**src/rtl/seq_alu_if.sv**
```systemverilog
// Request/response bundle for seq_alu. The ovf wire exists only when
// SEQ_ALU_OVERFLOW_EN is defined.
interface seq_alu_if #(
  parameter int WIDTH = 32
);
  // Both sides use the same valid/ready rule: a transfer happens on a rising
  // clock edge where valid and ready are both high. The producer keeps valid
  // (and its payload) asserted until that edge, and ready never waits on valid.
  logic             in_valid;
  logic             in_ready;
  logic [3:0]       ctrl;
  logic [WIDTH-1:0] a;
  logic [WIDTH-1:0] b;
  logic             out_valid;
  logic             out_ready;
  logic [WIDTH-1:0] result;
  logic [WIDTH-1:0] hi;
  logic             zero;
  logic             div_zero;
`ifdef SEQ_ALU_OVERFLOW_EN
  logic             ovf;

  modport master (
    output in_valid, ctrl, a, b, out_ready,
    input  in_ready, out_valid, result, hi, zero, div_zero, ovf
  );

  modport slave (
    input  in_valid, ctrl, a, b, out_ready,
    output in_ready, out_valid, result, hi, zero, div_zero, ovf
  );
`else
  modport master (
    output in_valid, ctrl, a, b, out_ready,
    input  in_ready, out_valid, result, hi, zero, div_zero
  );

  modport slave (
    input  in_valid, ctrl, a, b, out_ready,
    output in_ready, out_valid, result, hi, zero, div_zero
  );
`endif
endinterface

```
**src/rtl/seq_alu.sv**
```systemverilog
// Multi-cycle ALU: single-cycle logic/arith ops, shift-add MUL and restoring
// DIV behind valid/ready handshakes. Optional ovf output via SEQ_ALU_OVERFLOW_EN.
module seq_alu #(
  parameter int WIDTH = 32,
  parameter int CNT_W = $clog2(WIDTH) + 1
) (
  input  logic       clk,
  input  logic       reset,
  seq_alu_if.slave   bus,
  output logic [1:0] dbg_state
);

  typedef enum logic [1:0] {
    S_IDLE = 2'd0,
    S_MUL  = 2'd1,
    S_DIV  = 2'd2,
    S_DONE = 2'd3
  } state_t;

  localparam logic [3:0] OP_AND = 4'b0000;
  localparam logic [3:0] OP_OR  = 4'b0001;
  localparam logic [3:0] OP_ADD = 4'b0010;
  localparam logic [3:0] OP_MUL = 4'b0011;
  localparam logic [3:0] OP_DIV = 4'b0100;
  localparam logic [3:0] OP_XOR = 4'b0101;
  localparam logic [3:0] OP_SUB = 4'b0110;
  localparam logic [3:0] OP_SLT = 4'b0111;
  localparam logic [3:0] OP_NOR = 4'b1100;

  state_t           state;
  state_t           state_n;
  logic [CNT_W-1:0] counter;
  logic [WIDTH-1:0] work_hi;
  logic [WIDTH-1:0] work_lo;
  logic [WIDTH-1:0] work_op;
  logic [WIDTH-1:0] result_q;
  logic [WIDTH-1:0] hi_q;
  logic             zero_q;
  logic             div_zero_q;
`ifdef SEQ_ALU_OVERFLOW_EN
  logic             ovf_q;
  logic             sc_ovf;
`endif

  logic             accept;
  logic             start_mul;
  logic             start_div;
  logic             iterating;
  logic             last_step;

  logic [WIDTH-1:0] add_sum;
  logic [WIDTH-1:0] sub_diff;
  logic [WIDTH-1:0] sc_result;
  logic [WIDTH-1:0] sc_hi;
  logic             sc_div_zero;

  logic [WIDTH:0]   mul_sum;
  logic [WIDTH:0]   div_shift;
  logic [WIDTH:0]   div_diff;
  logic [WIDTH-1:0] step_hi;
  logic [WIDTH-1:0] step_lo;

  assign accept    = bus.in_valid && (state == S_IDLE);
  assign start_mul = (bus.ctrl == OP_MUL);
  // A zero divisor short-circuits to DONE with fixed results.
  assign start_div = (bus.ctrl == OP_DIV) && (bus.b != '0);
  assign iterating = (state == S_MUL) || (state == S_DIV);
  assign last_step = (counter == CNT_W'(WIDTH - 1));

  always_ff @(posedge clk or posedge reset) begin
    if (reset) begin
      state <= S_IDLE;
    end else begin
      state <= state_n;
    end
  end

  always_comb begin
    state_n       = state;
    bus.in_ready  = 1'b0;
    bus.out_valid = 1'b0;
    case (state)
      S_IDLE: begin
        bus.in_ready = 1'b1;
        if (accept) begin
          if (start_mul)      state_n = S_MUL;
          else if (start_div) state_n = S_DIV;
          else                state_n = S_DONE;
        end
      end
      S_MUL, S_DIV: begin
        if (last_step) state_n = S_DONE;
      end
      S_DONE: begin
        bus.out_valid = 1'b1;
        if (bus.out_ready) state_n = S_IDLE;
      end
      default: state_n = S_IDLE;
    endcase
  end

  // Single-cycle results, computed straight from the accepted operands.
  always_comb begin
    add_sum     = bus.a + bus.b;
    sub_diff    = bus.a - bus.b;
    sc_result   = '0;
    sc_hi       = '0;
    sc_div_zero = 1'b0;
    case (bus.ctrl)
      OP_AND: sc_result = bus.a & bus.b;
      OP_OR:  sc_result = bus.a | bus.b;
      OP_ADD: sc_result = add_sum;
      OP_XOR: sc_result = bus.a ^ bus.b;
      OP_SUB: sc_result = sub_diff;
      OP_SLT: sc_result = {{(WIDTH-1){1'b0}}, (bus.a < bus.b)};
      OP_NOR: sc_result = ~(bus.a | bus.b);
      OP_DIV: begin
        sc_result   = '1;
        sc_hi       = bus.a;
        sc_div_zero = 1'b1;
      end
      default: sc_result = '0;
    endcase
  end

`ifdef SEQ_ALU_OVERFLOW_EN
  always_comb begin
    sc_ovf = 1'b0;
    if (bus.ctrl == OP_ADD)
      sc_ovf = (bus.a[WIDTH-1] == bus.b[WIDTH-1]) && (add_sum[WIDTH-1] != bus.a[WIDTH-1]);
    else if (bus.ctrl == OP_SUB)
      sc_ovf = (bus.a[WIDTH-1] != bus.b[WIDTH-1]) && (sub_diff[WIDTH-1] != bus.a[WIDTH-1]);
  end
`endif

  // MUL: work_hi:work_lo is the partial product with the multiplier shifting
  // out of work_lo. DIV: work_hi is the partial remainder, work_lo shifts the
  // dividend out and the quotient in.
  always_comb begin
    mul_sum   = {1'b0, work_hi} + ({(WIDTH+1){work_lo[0]}} & {1'b0, work_op});
    div_shift = {work_hi, work_lo[WIDTH-1]};
    div_diff  = div_shift - {1'b0, work_op};
    step_hi   = work_hi;
    step_lo   = work_lo;
    if (state == S_MUL) begin
      step_hi = mul_sum[WIDTH:1];
      step_lo = {mul_sum[0], work_lo[WIDTH-1:1]};
    end else if (state == S_DIV) begin
      if (!div_diff[WIDTH]) begin
        step_hi = div_diff[WIDTH-1:0];
        step_lo = {work_lo[WIDTH-2:0], 1'b1};
      end else begin
        step_hi = div_shift[WIDTH-1:0];
        step_lo = {work_lo[WIDTH-2:0], 1'b0};
      end
    end
  end

  always_ff @(posedge clk or posedge reset) begin
    if (reset) begin
      counter    <= '0;
      work_hi    <= '0;
      work_lo    <= '0;
      work_op    <= '0;
      result_q   <= '0;
      hi_q       <= '0;
      zero_q     <= 1'b0;
      div_zero_q <= 1'b0;
`ifdef SEQ_ALU_OVERFLOW_EN
      ovf_q      <= 1'b0;
`endif
    end else if (accept) begin
      counter <= '0;
      work_hi <= '0;
      if (start_mul) begin
        work_lo <= bus.b;
        work_op <= bus.a;
      end else if (start_div) begin
        work_lo <= bus.a;
        work_op <= bus.b;
      end else begin
        result_q   <= sc_result;
        hi_q       <= sc_hi;
        zero_q     <= (sc_result == '0);
        div_zero_q <= sc_div_zero;
`ifdef SEQ_ALU_OVERFLOW_EN
        ovf_q      <= sc_ovf;
`endif
      end
    end else if (iterating) begin
      work_hi <= step_hi;
      work_lo <= step_lo;
      counter <= counter + CNT_W'(1);
      if (last_step) begin
        result_q   <= step_lo;
        hi_q       <= step_hi;
        zero_q     <= (step_lo == '0);
        div_zero_q <= 1'b0;
`ifdef SEQ_ALU_OVERFLOW_EN
        ovf_q      <= (state == S_MUL) && (step_hi != '0);
`endif
      end
    end
  end

  assign bus.result   = result_q;
  assign bus.hi       = hi_q;
  assign bus.zero     = zero_q;
  assign bus.div_zero = div_zero_q;
`ifdef SEQ_ALU_OVERFLOW_EN
  assign bus.ovf      = ovf_q;
`endif
  assign dbg_state    = state;

endmodule
```
**src/flat_wrapper.sv**
```systemverilog
// flat-port wrapper written by rule: the top's interface ports become plain ports
module seq_alu_flat 
#(
  parameter int WIDTH = 32,
  parameter int CNT_W = $clog2(WIDTH) + 1
)
  (clk, reset, dbg_state, bus_in_valid, bus_ctrl, bus_a, bus_b, bus_out_ready, bus_in_ready, bus_out_valid, bus_result, bus_hi, bus_zero, bus_div_zero);
  seq_alu_if #(.WIDTH(WIDTH)) bus_i ();
  input  logic clk;
  input  logic reset;
  output logic [1:0] dbg_state;
  input wire logic [$bits(bus_i.in_valid)-1:0] bus_in_valid;
  input wire logic [$bits(bus_i.ctrl)-1:0] bus_ctrl;
  input wire logic [$bits(bus_i.a)-1:0] bus_a;
  input wire logic [$bits(bus_i.b)-1:0] bus_b;
  input wire logic [$bits(bus_i.out_ready)-1:0] bus_out_ready;
  output wire logic [$bits(bus_i.in_ready)-1:0] bus_in_ready;
  output wire logic [$bits(bus_i.out_valid)-1:0] bus_out_valid;
  output wire logic [$bits(bus_i.result)-1:0] bus_result;
  output wire logic [$bits(bus_i.hi)-1:0] bus_hi;
  output wire logic [$bits(bus_i.zero)-1:0] bus_zero;
  output wire logic [$bits(bus_i.div_zero)-1:0] bus_div_zero;
  assign bus_i.in_valid = bus_in_valid;
  assign bus_i.ctrl = bus_ctrl;
  assign bus_i.a = bus_a;
  assign bus_i.b = bus_b;
  assign bus_i.out_ready = bus_out_ready;
  assign bus_in_ready = bus_i.in_ready;
  assign bus_out_valid = bus_i.out_valid;
  assign bus_result = bus_i.result;
  assign bus_hi = bus_i.hi;
  assign bus_zero = bus_i.zero;
  assign bus_div_zero = bus_i.div_zero;
  seq_alu #(.WIDTH(WIDTH), .CNT_W(CNT_W)) u_core (.clk(clk), .reset(reset), .bus(bus_i), .dbg_state(dbg_state));
endmodule
```
**config.mk**
```make
export PLATFORM = sky130hd
export DESIGN_NAME = seq_alu_flat
export DESIGN_NICKNAME = d
export VERILOG_FILES = /design/src/rtl/seq_alu_if.sv /design/src/rtl/seq_alu.sv /design/src/flat_wrapper.sv
export SDC_FILE = /design/constraint.sdc
export NUM_CORES = 1
export LEC_CHECK = 0
export ABC_AREA = 1
export CORE_UTILIZATION = 45
export CTS_BUF_LIST = sky130_fd_sc_hd__clkbuf_4
export DETAILED_ROUTE_END_ITERATION = 10
export PLACE_DENSITY = 0.69
export RECOVER_POWER = 50
export SYNTH_ARGS = -nofsm -noshare
export SYNTH_HDL_FRONTEND = slang
export SYNTH_SLANG_ARGS = --single-unit
```
**constraint.sdc**
```tcl
create_clock -name clk -period 7.6 [get_ports clk]
set_input_delay 1.52 -clock clk [delete_from_list [all_inputs] [get_ports clk]]
set_output_delay 1.52 -clock clk [all_outputs]
set_load 0.05 [all_outputs]
```
# == Word level (Yosys, flattened, before mapping) ==
# Index checks and enable logic that the tools add are counted.
# word_totals
wordCells,101
regBits,170
inputBits,72
output_inout_bits,70
# op_classes
mux,47
eq_ne,18
addsub,5
n_reduce_logical,16
magnitude_cmp,1
bitwise,5
# op_table
op,n
$mux W32,24
$pmux W32 S8,1
$logic_not A32 Y1,2
$add A32 B33 Y33,1
$and A33 B32 Y33,1
$sub A33 B32 Y33,1
$add A32 B32 Y32,1
$and A32 B32 Y32,1
$lt A32 B32 Y1,1
$not A32 Y32,1
$or A32 B32 Y32,1
$reduce_bool A32 Y1,1
$sub A32 B32 Y32,1
$xor A32 B32 Y32,1
$eq A4 B3 Y1 const B,4
$mux W1,15
$mux W6,2
$eq A4 B2 Y1 const B,2
$mux W2,4
$add A6 B1 Y6 const B,1
$eq A6 B5 Y1 const B,1
$ne A2 B2 Y1 const B,3
$pmux W2 S3,1
$reduce_bool A2 Y1,3
14 further kinds,18

# == Logic depth before layout (Yosys ltp) ==
# logic_depth
depth_word,8
depth_mapped,22
ltp_nobuf,21

# == Worst setup path before layout ==
# Ideal clock, no wire load.
# synth_path
path_type,input -> register
startpoint,input port bus_a[0]
endpoint,"register u_core.zero_q, in the netlist u_core.bus.zero"
path_slack_ps,4128
path_buffers,0
t_arrival_ps,3395
setup_time_ps,77
stages,20
required_time_ps,7523
path_cell_list,inv_1 -> ha_1 -> fa_1 -> inv_1 -> nand3_1 -> nand2_1 -> nand2_1 -> nand2_2 -> nand2_1 -> nand2_2 -> nand2_1 -> nand2_1 -> nand2_1 -> nand3_1 -> nand3_1 -> nor2_1 -> nand2_1 -> nor2_1 -> nand3_1 -> a21oi_1
# synth_between
elab_chain_cells,7
# synth_lines
element,line_no,text
start: declaration,flat_wrapper.sv:14,input wire logic [$bits(bus_i.a)-1:0] bus_a;
"parallel branches: the longest is 2 deep, another holds $sub A32 B32 Y32",--,
$pmux W32 S8 *,seq_alu.sv:109,case (bus.ctrl)
$logic_not A32 Y1 *,seq_alu.sv:184,zero_q <= (sc_result == '0);
$mux W1 *,seq_alu.sv:178,end else if (start_div) begin
$mux W1 *,seq_alu.sv:175,if (start_mul) begin
$mux W1 *,seq_alu.sv:172,end else if (accept) begin
end signal: assignment,seq_alu.sv:184,
end signal: assignment,seq_alu.sv:197,zero_q <= (step_lo == '0);
end: declaration,seq_alu.sv:38,logic zero_q;
# Every way passes the cells marked *. The select of a mux whose other input is x is not followed.
# A chain may end at the register's enable or synchronous reset.

# == Final worst setup path ==
# layout_path
startpoint,input port bus_in_valid
endpoint,"register u_core.hi_q[14], in the netlist u_core.bus.hi[14]"
# layout_between
elab_chain_cells,3
# layout_lines
element,line_no,text
start: declaration,flat_wrapper.sv:12,input wire logic [$bits(bus_i.in_valid)-1:0] bus_in_valid;
$logic_and A1 B1 Y1 *,seq_alu.sv:63,assign accept = bus.in_valid && (state == S_IDLE);
$ne A2 B2 Y1 (no line) or $reduce_bool A2 Y1 (tied branches),--,
$reduce_and A4 Y1 (no line),--,
end signal: assignment,seq_alu.sv:183,hi_q <= sc_hi;
end signal: assignment,seq_alu.sv:196,hi_q <= step_hi;
end: declaration,seq_alu.sv:37,logic [WIDTH-1:0] hi_q;
# Mark *: on every way between the ends. The rest lies on a longest branch, timed or not.

==> results.sh <==
export IMPL_syn_inst=3319
export IMPL_cp_data_arrival_time_ns=6.58
export IMPL_floorplan_core_area_um2=44400
export IMPL_tightestPinTransition_ns=4.84
export IMPL_setup_total_negative_slack_ns=0
export IMPL_critical_path_slowest_cell="sky130_fd_sc_hd__clkbuf_1"
export IMPL_maxSlewHeadroom_pct=-225
export IMPL_hold_slack_ns=0.492
export IMPL_n_fill_cell=4834
export IMPL_timing_max_transition_violations_final=140
export IMPL_finalClockSkew_ns=0.0197
export IMPL_die_y_um=214
export IMPL_finish_net_count=3605
export IMPL_io_pin_count=142
export IMPL_total_die_area_um2=46000
export IMPL_cts_hold_fix_buffers=0
export IMPL_layout_min_cycle_time_ns=6.06
export IMPL_std_cell_rows=77
export IMPL_grt_pass1_vias=21200
export IMPL_yosysSeqAreaShare_pct=20.9
export IMPL_htree_levels=4
export IMPL_cts_resized=0
export IMPL_remaining_global_route_overflow=0
export IMPL_post_route_cell_area_um2=22200
export IMPL_placedInstanceArea_um2=21900
export IMPL_numCtsBuffers=17
export IMPL_proportion_of_register_bits_with_asynchronous_set_or_reset_after_synthesis_pct=100
export IMPL_outcome="complete, but fails checks"
export IMPL_postSynthRegisterBits=170
export IMPL_yosysUniqueCellTypes=59
export IMPL_final_routed_wirelength_across_all_metal_layers_um=85000
export IMPL_place_ws_ns=2.17
export IMPL_synth_edff_count=0
export IMPL_failed_checks="max-capacitance violations, max-slew violations"
export IMPL_cp_top_family="buffers and inverters"
export IMPL_required_ns=8.12
export IMPL_holdCritPathClass="reg2reg"
export IMPL_p_leak_nw=11.1
export IMPL_finalSetupViolations=0
export IMPL_cts_sinks=170
export IMPL_grt_max_degree=102
export IMPL_finalWeightedCongestion=1.04
export IMPL_firstDrtPassIters=6
export IMPL_tritoncts_clock_tree="built"
export IMPL_mostFrequentLayoutCell="sky130_fd_sc_hd__nand2_1"
export IMPL_grt_antenna_before_repair=1
export IMPL_post_route_period_util_pct=79.7
export IMPL_cts_clk_slew_worst_paths_ns=0.15
export IMPL_cts_setup_buffers=0
export IMPL_critical_path_peak_fanout=37
export IMPL_worst_setup_path_type="in2reg"
export IMPL_multiInputGateArea_um2=13800
export IMPL_clock_tree_buffer_depth=2
export IMPL_drt_drc_violations_left=0
export IMPL_unrepaired_setup_endpoints_after_global_routing="false"
export IMPL_number_of_drc_markers_in_iteration_0=2885
export IMPL_finalWorstSetupSlack_ns=1.54
export IMPL_finalHoldViolations=0
export IMPL_drv_max_cap_violation_count=2
export IMPL_cp_buffers_inverters=4
export IMPL_placement_io_buffers=141
export IMPL_syn_to_layout_area_delta_pct=9.20
export IMPL_pwr_density_cell_nw_per_um2=417
export IMPL_fmax_ghz=0.165
export IMPL_detail_route_vias_per_cell=5.89
export IMPL_clk_root_buffer_cell="sky130_fd_sc_hd__clkbuf_4"
export IMPL_wire_length_of_the_first_global_routing_pass_um=127000
export IMPL_route_vias_total=23300
export IMPL_cp_end_kind="flip-flop"
export IMPL_routed_antenna_nets=0
export IMPL_hpwlAfterDp_um=66200
export IMPL_grtUsageTotal_pct=36.1
export IMPL_crit_path_cell_trace="dlygate4sd3_1 -> nand2_1 -> clkbuf_1 -> inv_1 -> nand3_1 -> inv_1 -> a22oi_1 -> nand2_1"
export IMPL_highest_count_cells_in_the_layout_ignoring_fill_and_taps="885 x sky130_fd_sc_hd__nand2_1, 422 x sky130_fd_sc_hd__inv_1, 329 x sky130_fd_sc_hd__nor2_1"
export IMPL_max_stage_delay_ns=1.68
export IMPL_area_occupied_by_registers_um2=4250
export IMPL_post_route_cells_drive_above_1_share_pct=4.22
export IMPL_design_power_total_mw=9.24
export IMPL_clk_latency_worst_skew_pair_ns=0.64
export IMPL_floorplan_initialDensity_pct=45.7
export IMPL_synth_warnings=0
export IMPL_die_x_um=214
export IMPL_post_syn_nets=3572
export IMPL_yosys_most_used_dff="sky130_fd_sc_hd__dfrtp_1"
export IMPL_vdd_ir_drop_worst_uv=449
export IMPL_post_drt_wl_per_cell_um=21.5
export IMPL_critPathLaunchType="input port"
export IMPL_netlist_area_um2=20300
export IMPL_synthesis_area_per_instance_um2=6.12
-- tightest hold or removal path: cells and delay by family (launching register included) --
family,cells,cell delay (ns)
flops,1,0.37
simple gates,2,0.10
-- kinds of logic (layout without fill, tap and decap cells) --
kind of cell | after synthesis | count (layout) | synth area share (%)
AOI/OAI and AO/OA | 762 | 762 | 21.9
xor gates and xnor gates | 32 | 32 | 1.38
adders and majority gates | 181 | 181 | 11.3
buffers and inverters | 577 | 623 | 11.6
DFF | 170 | 170 | 20.9
other | 0 | 2 | 0
and+or+nand+nor | 1597 | 1597 | 32.9
-- Yosys cell counts, types with 9 or more instances --
library cell	count	area [µm²]
sky130_fd_sc_hd__o211ai_1	38	285
sky130_fd_sc_hd__nand2_1	886	3330
sky130_fd_sc_hd__xnor2_1	19	166
sky130_fd_sc_hd__nor2_1	333	1250
sky130_fd_sc_hd__a21o_1	10	75.1
sky130_fd_sc_hd__a31o_2	27	236
sky130_fd_sc_hd__ha_1	177	2210
sky130_fd_sc_hd__a221oi_1	18	158
sky130_fd_sc_hd__clkbuf_1	61	229
sky130_fd_sc_hd__o21bai_1	17	128
sky130_fd_sc_hd__buf_4	19	143
sky130_fd_sc_hd__nand2_2	11	68.8
sky130_fd_sc_hd__buf_2	47	235
sky130_fd_sc_hd__inv_2	9	33.8
sky130_fd_sc_hd__o21ai_1	31	155
sky130_fd_sc_hd__dfrtp_1	170	4250
sky130_fd_sc_hd__buf_1	10	37.5
sky130_fd_sc_hd__nand3b_1	9	67.6
sky130_fd_sc_hd__o21ai_0	268	1340
sky130_fd_sc_hd__nor3_1	28	140
sky130_fd_sc_hd__xor2_1	13	114
sky130_fd_sc_hd__o22ai_1	29	181
sky130_fd_sc_hd__inv_1	421	1580
sky130_fd_sc_hd__o21ai_2	11	96.3
sky130_fd_sc_hd__nand4_1	57	357
sky130_fd_sc_hd__a22oi_1	33	248
sky130_fd_sc_hd__nand3_1	233	1170
sky130_fd_sc_hd__a21oi_1	232	1160
sky130_fd_sc_hd__nor4_1	11	68.8
-- per-layer routing --
layer / routed length, µm / up-vias / GRT usage, % / share of wire (%)
met5: 0 / - / 0 / 0
met4: 3630 / 0 / 15.4 / 4.3
met3: 8090 / 184 / 5.89 / 9.5
met2: 36700 / 1297 / 55.6 / 43
met1: 36600 / 10800 / 49.6 / 43
li1: - / 11000 / - / -
-- through the flow --
| stage | util (%) | std cells |
|---|---|---|
| 2_1_floorplan | - | 3319 |
| 3_3_place_gp | 49.4 | 3925 |
| 3_5_place_dp | 49.4 | 3925 |
| 4_1_cts | 50.0 | 3957 |
| 5_1_grt | 49.9 | 3959 |
| 6_report | 49.9 | 3959 |
-- power by group --
part / switching (mW) / total [mW] / internal, mW
clock: 0.362 / 0.538 / 0.177
sequential: 0.448 / 1.79 / 1.34
combinational: 4.70 / 6.91 / 2.21
-- sequential cells by signal, summed over array words and instances (netlist names) --
register,flops
u_core.bus.div_zero,1
u_core.bus.hi,32
u_core.bus.result,32
u_core.bus.zero,1
u_core.counter,6
u_core.dbg_state,2
u_core.work_hi,32
u_core.work_lo,32
u_core.work_op,32
-- final timing paths --
path | slack [ns] | end | cells past startpoint | from
setup / recovery | 1.54 | u_core.bus.hi[14] | 8 | bus_in_valid
min in group asynchronous | 2.82 | u_core.bus.hi[22] | 2 | reset
max in group asynchronous | 2.32 | u_core.work_lo[2] | 3 | reset
hold / removal | 0.49 | u_core.bus.result[28] | 2 | u_core.bus.result[28]
setup reg to reg | 2.10 | u_core.bus.hi[14] | 9 | u_core.dbg_state[0]
hold reg to reg | 0.49 | u_core.bus.result[28] | 2 | u_core.bus.result[28]
-- cell type report --
class / instances / share of cell area (%)
clock inverters: 11 / 0.429
multi-input cells: 2572 / 62.1
diodes: 2 / 0.0226
flip-flops and latches: 170 / 19.2
inverters: 432 / 7.33
repair buffers: 159 / 6.94
well taps: 592 / 3.34
clock buffers: 21 / 0.711
(Power assumes the default switching activity.)
